`config.mk`:
```
export PLATFORM = sky130hd
export DESIGN_NAME = mips_multicycle
export DESIGN_NICKNAME = d
export VERILOG_FILES = /design/src/rtl/mips_multicycle.sv
export SDC_FILE = /design/constraint.sdc
export NUM_CORES = 2
export LEC_CHECK = 0
export CORE_ASPECT_RATIO = 0.7
export CORE_MARGIN = 3
export CORE_UTILIZATION = 65
export DETAILED_ROUTE_END_ITERATION = 10
export HOLD_SLACK_MARGIN = 0.03
export PLACE_DENSITY_LB_ADDON = 0.08
export SYNTH_ARGS = -nofsm -noshare
export SYNTH_HDL_FRONTEND = slang
export SYNTH_SLANG_ARGS = --single-unit
```
`constraint.sdc`:
```
create_clock -name clock -period 8.35 [get_ports clock]
set_input_delay 1.67 -clock clock [delete_from_list [all_inputs] [get_ports clock]]
set_output_delay 1.67 -clock clock [all_outputs]
set_load 0.02 [all_outputs]
```
`src/rtl/mips_multicycle.sv`:
```
// Multi-cycle MIPS subset core sharing one req/ready memory port for fetch and data.
// j/jal 2, beq/bne/jr 3, R/addi/sw 4, lw 5 cycles; every memory wait state stretches FETCH or MEM by one.
module mips_multicycle #(
  parameter logic [31:0] RESET_PC = 32'h0000_0000,
  parameter int          CNT_W    = 32
) (
  input  logic             clock,
  input  logic             reset,
  output logic             mem_req,
  output logic             mem_we,
  output logic [31:0]      mem_addr,
  output logic [31:0]      mem_wdata,
  input  logic [31:0]      mem_rdata,
  input  logic             mem_ready,
  output logic [31:0]      pc,
  output logic [CNT_W-1:0] retired,
  output logic             halted
);

  localparam logic [5:0] OP_R   = 6'h00, OP_J  = 6'h02, OP_JAL = 6'h03, OP_BEQ = 6'h04;
  localparam logic [5:0] OP_BNE = 6'h05, OP_ADDI = 6'h08, OP_LW = 6'h23, OP_SW = 6'h2B;
  localparam logic [5:0] FN_ADD = 6'h20, FN_SUB = 6'h22, FN_AND = 6'h24, FN_OR = 6'h25;
  localparam logic [5:0] FN_SLT = 6'h2A, FN_JR = 6'h08;

  // S_START keeps mem_req low during reset and the cycle reset is released.
  typedef enum logic [2:0] {S_START, S_FETCH, S_DECODE, S_EXEC, S_MEM, S_WB, S_HALT} state_t;
  state_t state, state_nxt;

  logic [31:0] ir, a, b, imm, alu_out, mdr, alu_res, pc_nxt, rf_wdata;
  logic [31:0] regs [32];
  logic [5:0]  op, funct;
  logic [4:0]  rs, rt, rd, rf_waddr;
  logic        legal, pc_we, ir_we, alu_we, mdr_we, rf_we, retire, is_mem;

  assign op     = ir[31:26];
  assign rs     = ir[25:21];
  assign rt     = ir[20:16];
  assign rd     = ir[15:11];
  assign funct  = ir[5:0];
  assign is_mem = (op == OP_LW) || (op == OP_SW);

  always_comb begin
    legal = 1'b0;
    case (op)
      OP_R:                                          legal = funct inside {FN_ADD, FN_SUB, FN_AND, FN_OR, FN_SLT, FN_JR};
      OP_J, OP_JAL, OP_BEQ, OP_BNE, OP_ADDI, OP_LW, OP_SW: legal = 1'b1;
      default:                                       legal = 1'b0;
    endcase
  end

  always_comb begin
    alu_res = a + imm;
    if (op == OP_R) begin
      case (funct)
        FN_SUB:  alu_res = a - b;
        FN_AND:  alu_res = a & b;
        FN_OR:   alu_res = a | b;
        FN_SLT:  alu_res = {31'd0, $signed(a) < $signed(b)};
        default: alu_res = a + b;
      endcase
    end
  end

  always_ff @(posedge clock or negedge reset) begin
    if (!reset) state <= S_START;
    else        state <= state_nxt;
  end

  always_comb begin
    state_nxt = state;
    mem_req   = 1'b0;
    mem_we    = 1'b0;
    mem_addr  = '0;
    mem_wdata = '0;
    halted    = 1'b0;
    pc_we     = 1'b0;
    pc_nxt    = pc;
    ir_we     = 1'b0;
    alu_we    = 1'b0;
    mdr_we    = 1'b0;
    rf_we     = 1'b0;
    rf_waddr  = rt;
    rf_wdata  = alu_out;
    retire    = 1'b0;
    case (state)
      S_START: state_nxt = S_FETCH;
      S_FETCH: begin
        if (pc[1:0] != 2'b00) begin
          state_nxt = S_HALT;
        end else begin
          mem_req  = 1'b1;
          mem_addr = pc;
          if (mem_ready) begin
            ir_we     = 1'b1;
            pc_we     = 1'b1;
            pc_nxt    = pc + 32'd4;
            state_nxt = S_DECODE;
          end
        end
      end
      S_DECODE: begin
        if (op == OP_J || op == OP_JAL) begin
          pc_we     = 1'b1;
          pc_nxt    = {pc[31:28], ir[25:0], 2'b00};
          rf_we     = (op == OP_JAL);
          rf_waddr  = 5'd31;
          rf_wdata  = pc;
          retire    = 1'b1;
          state_nxt = S_FETCH;
        end else if (!legal) begin
          state_nxt = S_HALT;
        end else begin
          state_nxt = S_EXEC;
        end
      end
      S_EXEC: begin
        if (op == OP_R && funct == FN_JR) begin
          pc_we     = 1'b1;
          pc_nxt    = a;
          retire    = 1'b1;
          state_nxt = S_FETCH;
        end else if (op == OP_BEQ || op == OP_BNE) begin
          // pc already points past the branch, so the offset is relative to PC+4.
          if ((a == b) == (op == OP_BEQ)) begin
            pc_we  = 1'b1;
            pc_nxt = pc + {imm[29:0], 2'b00};
          end
          retire    = 1'b1;
          state_nxt = S_FETCH;
        end else begin
          alu_we = 1'b1;
          if (is_mem && alu_res[1:0] != 2'b00) state_nxt = S_HALT;
          else if (is_mem)                     state_nxt = S_MEM;
          else                                 state_nxt = S_WB;
        end
      end
      S_MEM: begin
        mem_req   = 1'b1;
        mem_addr  = alu_out;
        mem_we    = (op == OP_SW);
        mem_wdata = (op == OP_SW) ? b : '0;
        if (mem_ready) begin
          if (op == OP_SW) begin
            retire    = 1'b1;
            state_nxt = S_FETCH;
          end else begin
            mdr_we    = 1'b1;
            state_nxt = S_WB;
          end
        end
      end
      S_WB: begin
        rf_we     = 1'b1;
        rf_waddr  = (op == OP_R) ? rd : rt;
        rf_wdata  = (op == OP_LW) ? mdr : alu_out;
        retire    = 1'b1;
        state_nxt = S_FETCH;
      end
      S_HALT:  halted = 1'b1;
      default: state_nxt = S_HALT;
    endcase
  end

  always_ff @(posedge clock or negedge reset) begin
    if (!reset) begin
      pc      <= RESET_PC;
      ir      <= '0;
      a       <= '0;
      b       <= '0;
      imm     <= '0;
      alu_out <= '0;
      mdr     <= '0;
      retired <= '0;
      for (int i = 0; i < 32; i++) regs[i] <= '0;
    end else begin
      if (pc_we)  pc      <= pc_nxt;
      if (ir_we)  ir      <= mem_rdata;
      if (alu_we) alu_out <= alu_res;
      if (mdr_we) mdr     <= mem_rdata;
      if (state == S_DECODE) begin
        a   <= regs[rs];
        b   <= regs[rt];
        imm <= {{16{ir[15]}}, ir[15:0]};
      end
      // R0 is never written, so it keeps its reset value of zero.
      if (rf_we && rf_waddr != 5'd0) regs[rf_waddr] <= rf_wdata;
      if (retire) retired <= retired + CNT_W'(1);
    end
  end

endmodule

```
==> qor.yml <==
regArea_um2: 31700
fmax_mhz: 168
r2r_cells: 13
row_count: 100
grt-ovfl-total: 0
grt_max_degree: 166
vdd_drop_max_v: 0.000377
hold_path.class: "flip-flop to flip-flop"
root_buffer: "clkbuf_16"
die_w_um: 401
outcome: "finished clean"
clk_pin_slew_ns: 0.07
worstHoldPathCells: 0
synth_edf_count: 0
setup_violations: 0
gp_congestion: 1.07
yosysWarnings: 0
crit_slowest_cell: "nor4_1"
layout.cells.non_filler: 7999
boundaryPins: 166
dr.pass1.iters: 6
cp_max_fo: 33
synthFlopType: "dfrtp_1"
tns_ns: 0
finalInstanceArea_um2: 77800
total_power_mw: 23.4
leakage_nw: 32.7
wire_per_inst_um: 31.6
wirelength_um: 252000
rsz0062_at_grt: "false"
critPathLaunchType: "flip-flop"
grt_first_pass_wirelength_um: 374000
cts_tree: "done"
track_usage_pct: 44.9
drcViolationCount: 0
worst_ep_required_time_ns: 8.95
antenna_found_initial: 8
critPathKind: "flip-flop to flip-flop"
ys_seq_elements: 1267
die_height_um: 282
ys_seq_area_share_pct: 44.8
grt_pass1_vias: 56500
syn_inst: 6664
period_share_pct: 71.1
cts_setup_buffers: 0
dp.cells: 7777
syn_area_um2: 70800
fin_nets: 6668
hold_viol: 0
slowest_delay_ns: 1.11
post_dp_cell_area_um2: 73600
postSynth.asyncResetShare_pct: 100
clock_skew_ns: 0.0379
worstSetupEndpointType: "flip-flop"
cts_resized: 0
clock_latency_ns: 0.76
layout-drive-gt1-share_pct: 17.0
synth_fp_nets: 6863
crit_chain: "inv_1, ha_1, nor4_1, nand4b_1, nor4_1, xor2_1, a221oi_1, or2_2, buf_4, nand2_1, a221oi_1, a211o_1, o21ai_0"
vias: 58200
relSlewSlack_pct: 10.8
cts_max_path_buffers: 3
worst_pin_slew_ns: 1.33
layout_commonest_cell: "dfrtp_1"
dieArea_um2: 113000
viasPerCell: 7.27
synth_top_area_share_pct: 44.8
multi_input_area_um2: 36900
final_cell_mix: "dfrtp_1, nand2_1, o21ai_0"
critPathArrivalTime_ns: 6.54
yosys-top-cells-area: "dfrtp_1, mux4_2, o21ai_0"
ant_nets: 0
power.density_nw_per_um2: 300
drt_iter0_markers: 9299
initial_core_util_pct: 66.0
period_minus_slack_ns: 5.94
cts_hold_buf: 0
htree_levels: 3
ys_types: 83
maxSlewViolCount: 0
fp.coreArea_um2: 107000
cts.sinks: 1267
synth.avg_cell_area_um2: 10.6
fillers: 7307
dp_hpwl_um: 161000
synth_top_cell_by_area: "dfrtp_1"
cts_buffers: 118
io_buffers: 165
drv_cap: 0
syn2layout_area_growth_pct: 9.82
synth_stat cells, types with 30 or more instances:
cell type	n
nand3_1	61
nor3_1	40
a31oi_1	32
inv_1	118
a21o_1	37
mux2_2	33
mux4_2	640
clkbuf_1	524
and2_1	48
nor2_1	559
a22o_1	63
o22ai_1	30
o21ai_0	818
dfrtp_1	1267
a21oi_1	584
buf_1	63
ha_1	160
nand2_1	1001
xnor2_1	62
mux2i_1	74
cell type report:
class | instances | share of cell area, %
Clock inverter | 63 | 1.13
Sequential cell | 1267 | 40.8
Antenna cell | 4 | 0.0129
Tap cell | 1428 | 2.30
Clock buffer | 155 | 4.26
Multi-Input combinational cell | 4675 | 47.4
Inverter | 120 | 0.579
Timing Repair Buffer | 287 | 3.49
flip-flops by register name, summed over array words and instances (netlist names), 32 cells and up:
signal,count
a,32
alu_out,32
mdr,32
pc,32
retired,32
b,32
regs,1024
ir,32
power breakdown:
| group | switching (mW) | internal (mW) |
|---|---|---|
| Sequential | 1.27 | 6.80 |
| Clock | 2.57 | 3.34 |
| Combinational | 5.94 | 3.45 |
| Total | 9.78 | 13.6 |
logic make-up after synthesis:
family	Yosys count	share of synthesized area, %
AO/OA/AOI/OAI	1799	14.4
XOR/XNOR	89	1.10
adder cells (fa/ha/maj)	164	2.94
buffers and inverters	722	3.85
flip-flops	1267	44.8
multiplexers	747	21.9
AND/OR/NAND/NOR	1876	11.0
metrics by stage:
stage | util, % | setup slack, ns | hold slack (ns)
finish | 72.5 | 2.41 | 0.393
global route | 72.5 | 2.41 | 0.404
CTS | 72.5 | 2.89 | 0.399
detailed placement | 68.6 | 2.95 | 0.383
global placement | 68.6 | 3.02 | 0.376
floorplan | - | 4.65 | 0.441
routing by layer:
metal / up-vias / GRT usage [%] / share of wire (%)
met5: - / 0.286 / 0.073
met4: 8 / 18.4 / 4.7
met3: 736 / 17.9 / 15
met2: 4454 / 60.6 / 41
met1: 29200 / 65.3 / 39
li1: 23800 / - / -
worst max-delay path, delay by kind of cell (launching register included):
kind / cells / cell delay [ns]
AO/OA/AOI/OAI: 4 / 1.04
XOR/XNOR: 1 / 0.19
adder cells (fa/ha/maj): 1 / 0.49
buffers and inverters: 2 / 0.49
flip-flops: 1 / 0.51
AND/OR/NAND/NOR: 5 / 3.01
path summary, 6_finish.rpt:
path,slack (ns),start,end
min in group asynchronous,0.87,reset,regs[952]$_DFFE_PN0P_
max in group asynchronous,5.39,reset,regs[237]$_DFFE_PN0P_
worst min register to register,0.39,regs[1001]$_DFFE_PN0P_,regs[1001]$_DFFE_PN0P_
worst max register to register,2.41,a[24]$_DFFE_PN0P_,pc[27]$_DFFE_PN0P_
worst min-delay path,0.39,regs[1001]$_DFFE_PN0P_,regs[1001]$_DFFE_PN0P_
worst max-delay path,2.41,a[24]$_DFFE_PN0P_,pc[27]$_DFFE_PN0P_
Power figures use the tool's default switching activity.
==> RTL change, RTL diff (config.mk and constraints unchanged) <==
`CNT_W`: 32 -> 28.
--- a/src/rtl/mips_multicycle.sv
+++ b/src/rtl/mips_multicycle.sv
@@ -3,5 +3,5 @@
 module mips_multicycle #(
   parameter logic [31:0] RESET_PC = 32'h0000_0000,
-  parameter int          CNT_W    = 32
+  parameter int          CNT_W    = 28
 ) (
   input  logic             clock,
Ports: changed (resized retired); port bits go from 166 to 162. The function was not compared with the original's and may differ.
==> RTL change against the original RTL <==
  * Core utilization barely moved
  * First-iteration DRC count shrank 8.2%
  * Total power grew 39%
  * Synthesized area about the same
  * Sequential cell count down 4
  * Cell area shrank 0.10%
  * Routed wire length is 0.12% lower
  * Worst setup slack lost 310 ps
  * Worst hold slack improved by 4.9 ps
  * Die area is essentially flat
  * Largest cell class unchanged
  * Largest power group unchanged
==> RTL change: results (changes against the original RTL) <==
* Max reg flops at 1024 (unchanged)
* Worst r2r dst: pc[31]
* Initial DRC count at 8534 (-8.2%)
* Crit path arrival time at 4570 ps (-1970 ps)
* Met2 Usage GRT at 61.1% (+0.52 points)
* Number of distinct library cells after synthesis at 91 (+9.6%)
* Port bufs at 161 (-2.4%)
* Placed cells at 7716 (-0.78%)
* Final Skew at 53.9 ps (+16.0 ps)
* Maximum vdd drop at 0.326 mV (-14%)
* Clock Path Buffers at 3 (unchanged)
* First-pass detailed-route iteration total at 8 (+2)
* Sequential fraction of the synthesis area at 44.7% (-0.11 points)
* Clk slew on worst S/H paths at 70 ps (about the same)
* Synth warn at 0 (unchanged)
* Antenna violations before repair at 10 (+2)
* Worst slew pin tran at 1410 ps (+76.0 ps)
* Post-DP Area at 73500 sq um (-0.13%)
* Synth top area cells: dfrtp_1, mux4_2, a21oi_1
* RR Startpoint: a[15]
* First-pass GRT wire length at 372 mm (-0.33%)
* CP max FO at 36 (+9.1%)
* Synth async-reset ratio at 100% (unchanged)
* GRT Total Usage at 44.8% (-0.095 points)
* Setup Fix Bufs, Post-CTS at 0 (unchanged)
* Number of global-route vias before repair at 56.4k (-0.20%)
* Avg Inst Size Synth at 10.7 sq um (+0.95%)
* Per-cell routed wire length at 31.8 microns (+0.66%)
* Hold Path Class: flip-flop to flip-flop
* GPL Wtd Cong at 1.03 (-3.1%)
* Largest net degree at the start of global routing at 178 (+7.2%)
* Syn Nets at 6795 (-0.99%)
* Length in cells of the worst reg-to-reg path at 12 (-1)
* Commonest cells post-synth: dfrtp_1, a21oi_1, nor2_1
* Global Route met1 Usage at 64.5% (-0.72 points)
* Clk root buf: clkbuf_16
* Leak at 33.2 nW (+1.6%)
* Status: finished, final reports clean
* Worst skew pair latency at 760 ps (about the same)
* Layout cells sized above 1 at 17.8% (+0.81 points)
* Crit. Startpoint: state[2]
* Biggest register: regs
* Routed via count at 58.2k (+0.0034%)
* Htree depth at 3 (unchanged)
* Number of gates resized after CTS at 0 (unchanged)
* Worst setup path endpoint: mem_wdata[8]
* Setup TNS at 0 ps (unchanged)
* M3 GR Usage at 15.5% (-2.4 points)
* Fill count at 7327 (+0.27%)
* CTS buffer count at 118 (unchanged)
* DP Wirelength at 158 mm (-1.7%)
* Flop2flop setup slack at 2940 ps (+530 ps)
* Final WL at 252 mm (-0.12%)
-- RTL change: cell count changes in the layout (fill, tap and decap cells not counted), sizes merged, moves of 11 or more --
cell | before | now
a21oi | 584 | 1143
mux2 | 33 | 65
a31oi | 32 | 18
clkbuf | 155 | 170
buf | 123 | 135
xnor2 | 62 | 45
nand2 | 1001 | 390
nor2 | 564 | 1065
nand3 | 62 | 51
o21ai | 824 | 323
o21bai | 13 | 28
-- RTL change: metal layers --
layer	vias to the layer above	part of all wire, %
met5	-	0.019
met4	8	5.8
met3	790	15
met2	4399	41
met1	29200	38
li1	23800	-
-- RTL change: through the flow --
step                setup slack [ps]  hold WS [ps]  utilization (%)
finish                          2110           398             72.5
global placement                3060           376             68.6
floorplan                       4470           441                -
global route                    1980           406             72.5
CTS                             2240           398             72.5
detailed placement              3010           384             68.6
-- RTL change: worst min path at each step --
stage               start          to  depth (start not counted)
6_report        regs[996]   regs[996]                          0
5_1_grt        regs[1011]  regs[1011]                          0
4_1_cts        regs[1005]  regs[1005]                          0
3_5_place_dp   regs[1005]  regs[1005]                          0
3_3_place_gp   regs[1009]  regs[1009]                          0
2_1_floorplan  regs[1000]  regs[1000]                          1
-- RTL change: logic make-up (layout without fill, tap and decap cells) --
group | Yosys count | count (layout) | synth area share, %
buffers and inverters | 722 | 634 | 3.89
flip-flops | 1263 | 1263 | 44.7
adder cells (fa/ha/maj) | 164 | 164 | 2.94
AND/OR/NAND/NOR | 1743 | 1743 | 10.3
XOR/XNOR | 81 | 81 | 1.00
other | 0 | 1 | 0
multiplexers | 777 | 777 | 22.4
AO/OA/AOI/OAI | 1846 | 1846 | 14.8
-- RTL change: cell type report --
cell class	count	area [sq um]	area share [%]
multi-input combinational	4611	36800	47.4
sequential	1263	31600	40.7
antenna	1	2.50	0.00322
inverter	119	447	0.575
clock inverter	50	731	0.941
tap	1428	1790	2.30
clock buffer	170	3480	4.48
timing repair buffer	295	2770	3.57
-- RTL change: report_power, final --
group	leakage, nW	internal [mW]	switching (mW)
sequential	16.6	8.34	2.74
combinational	14.5	6.86	8.56
clock	2.06	3.37	2.53
total	33.2	18.6	13.8
-- RTL change: worst max-delay path: stages (launching register included) --
cell             delay [ps]
dfrtp_1                 500
clkinv_1                340
nor3_2                  200
buf_4                   380
and3_1                 1180
and2_1                  520
clkdlybuf4s50_1         700
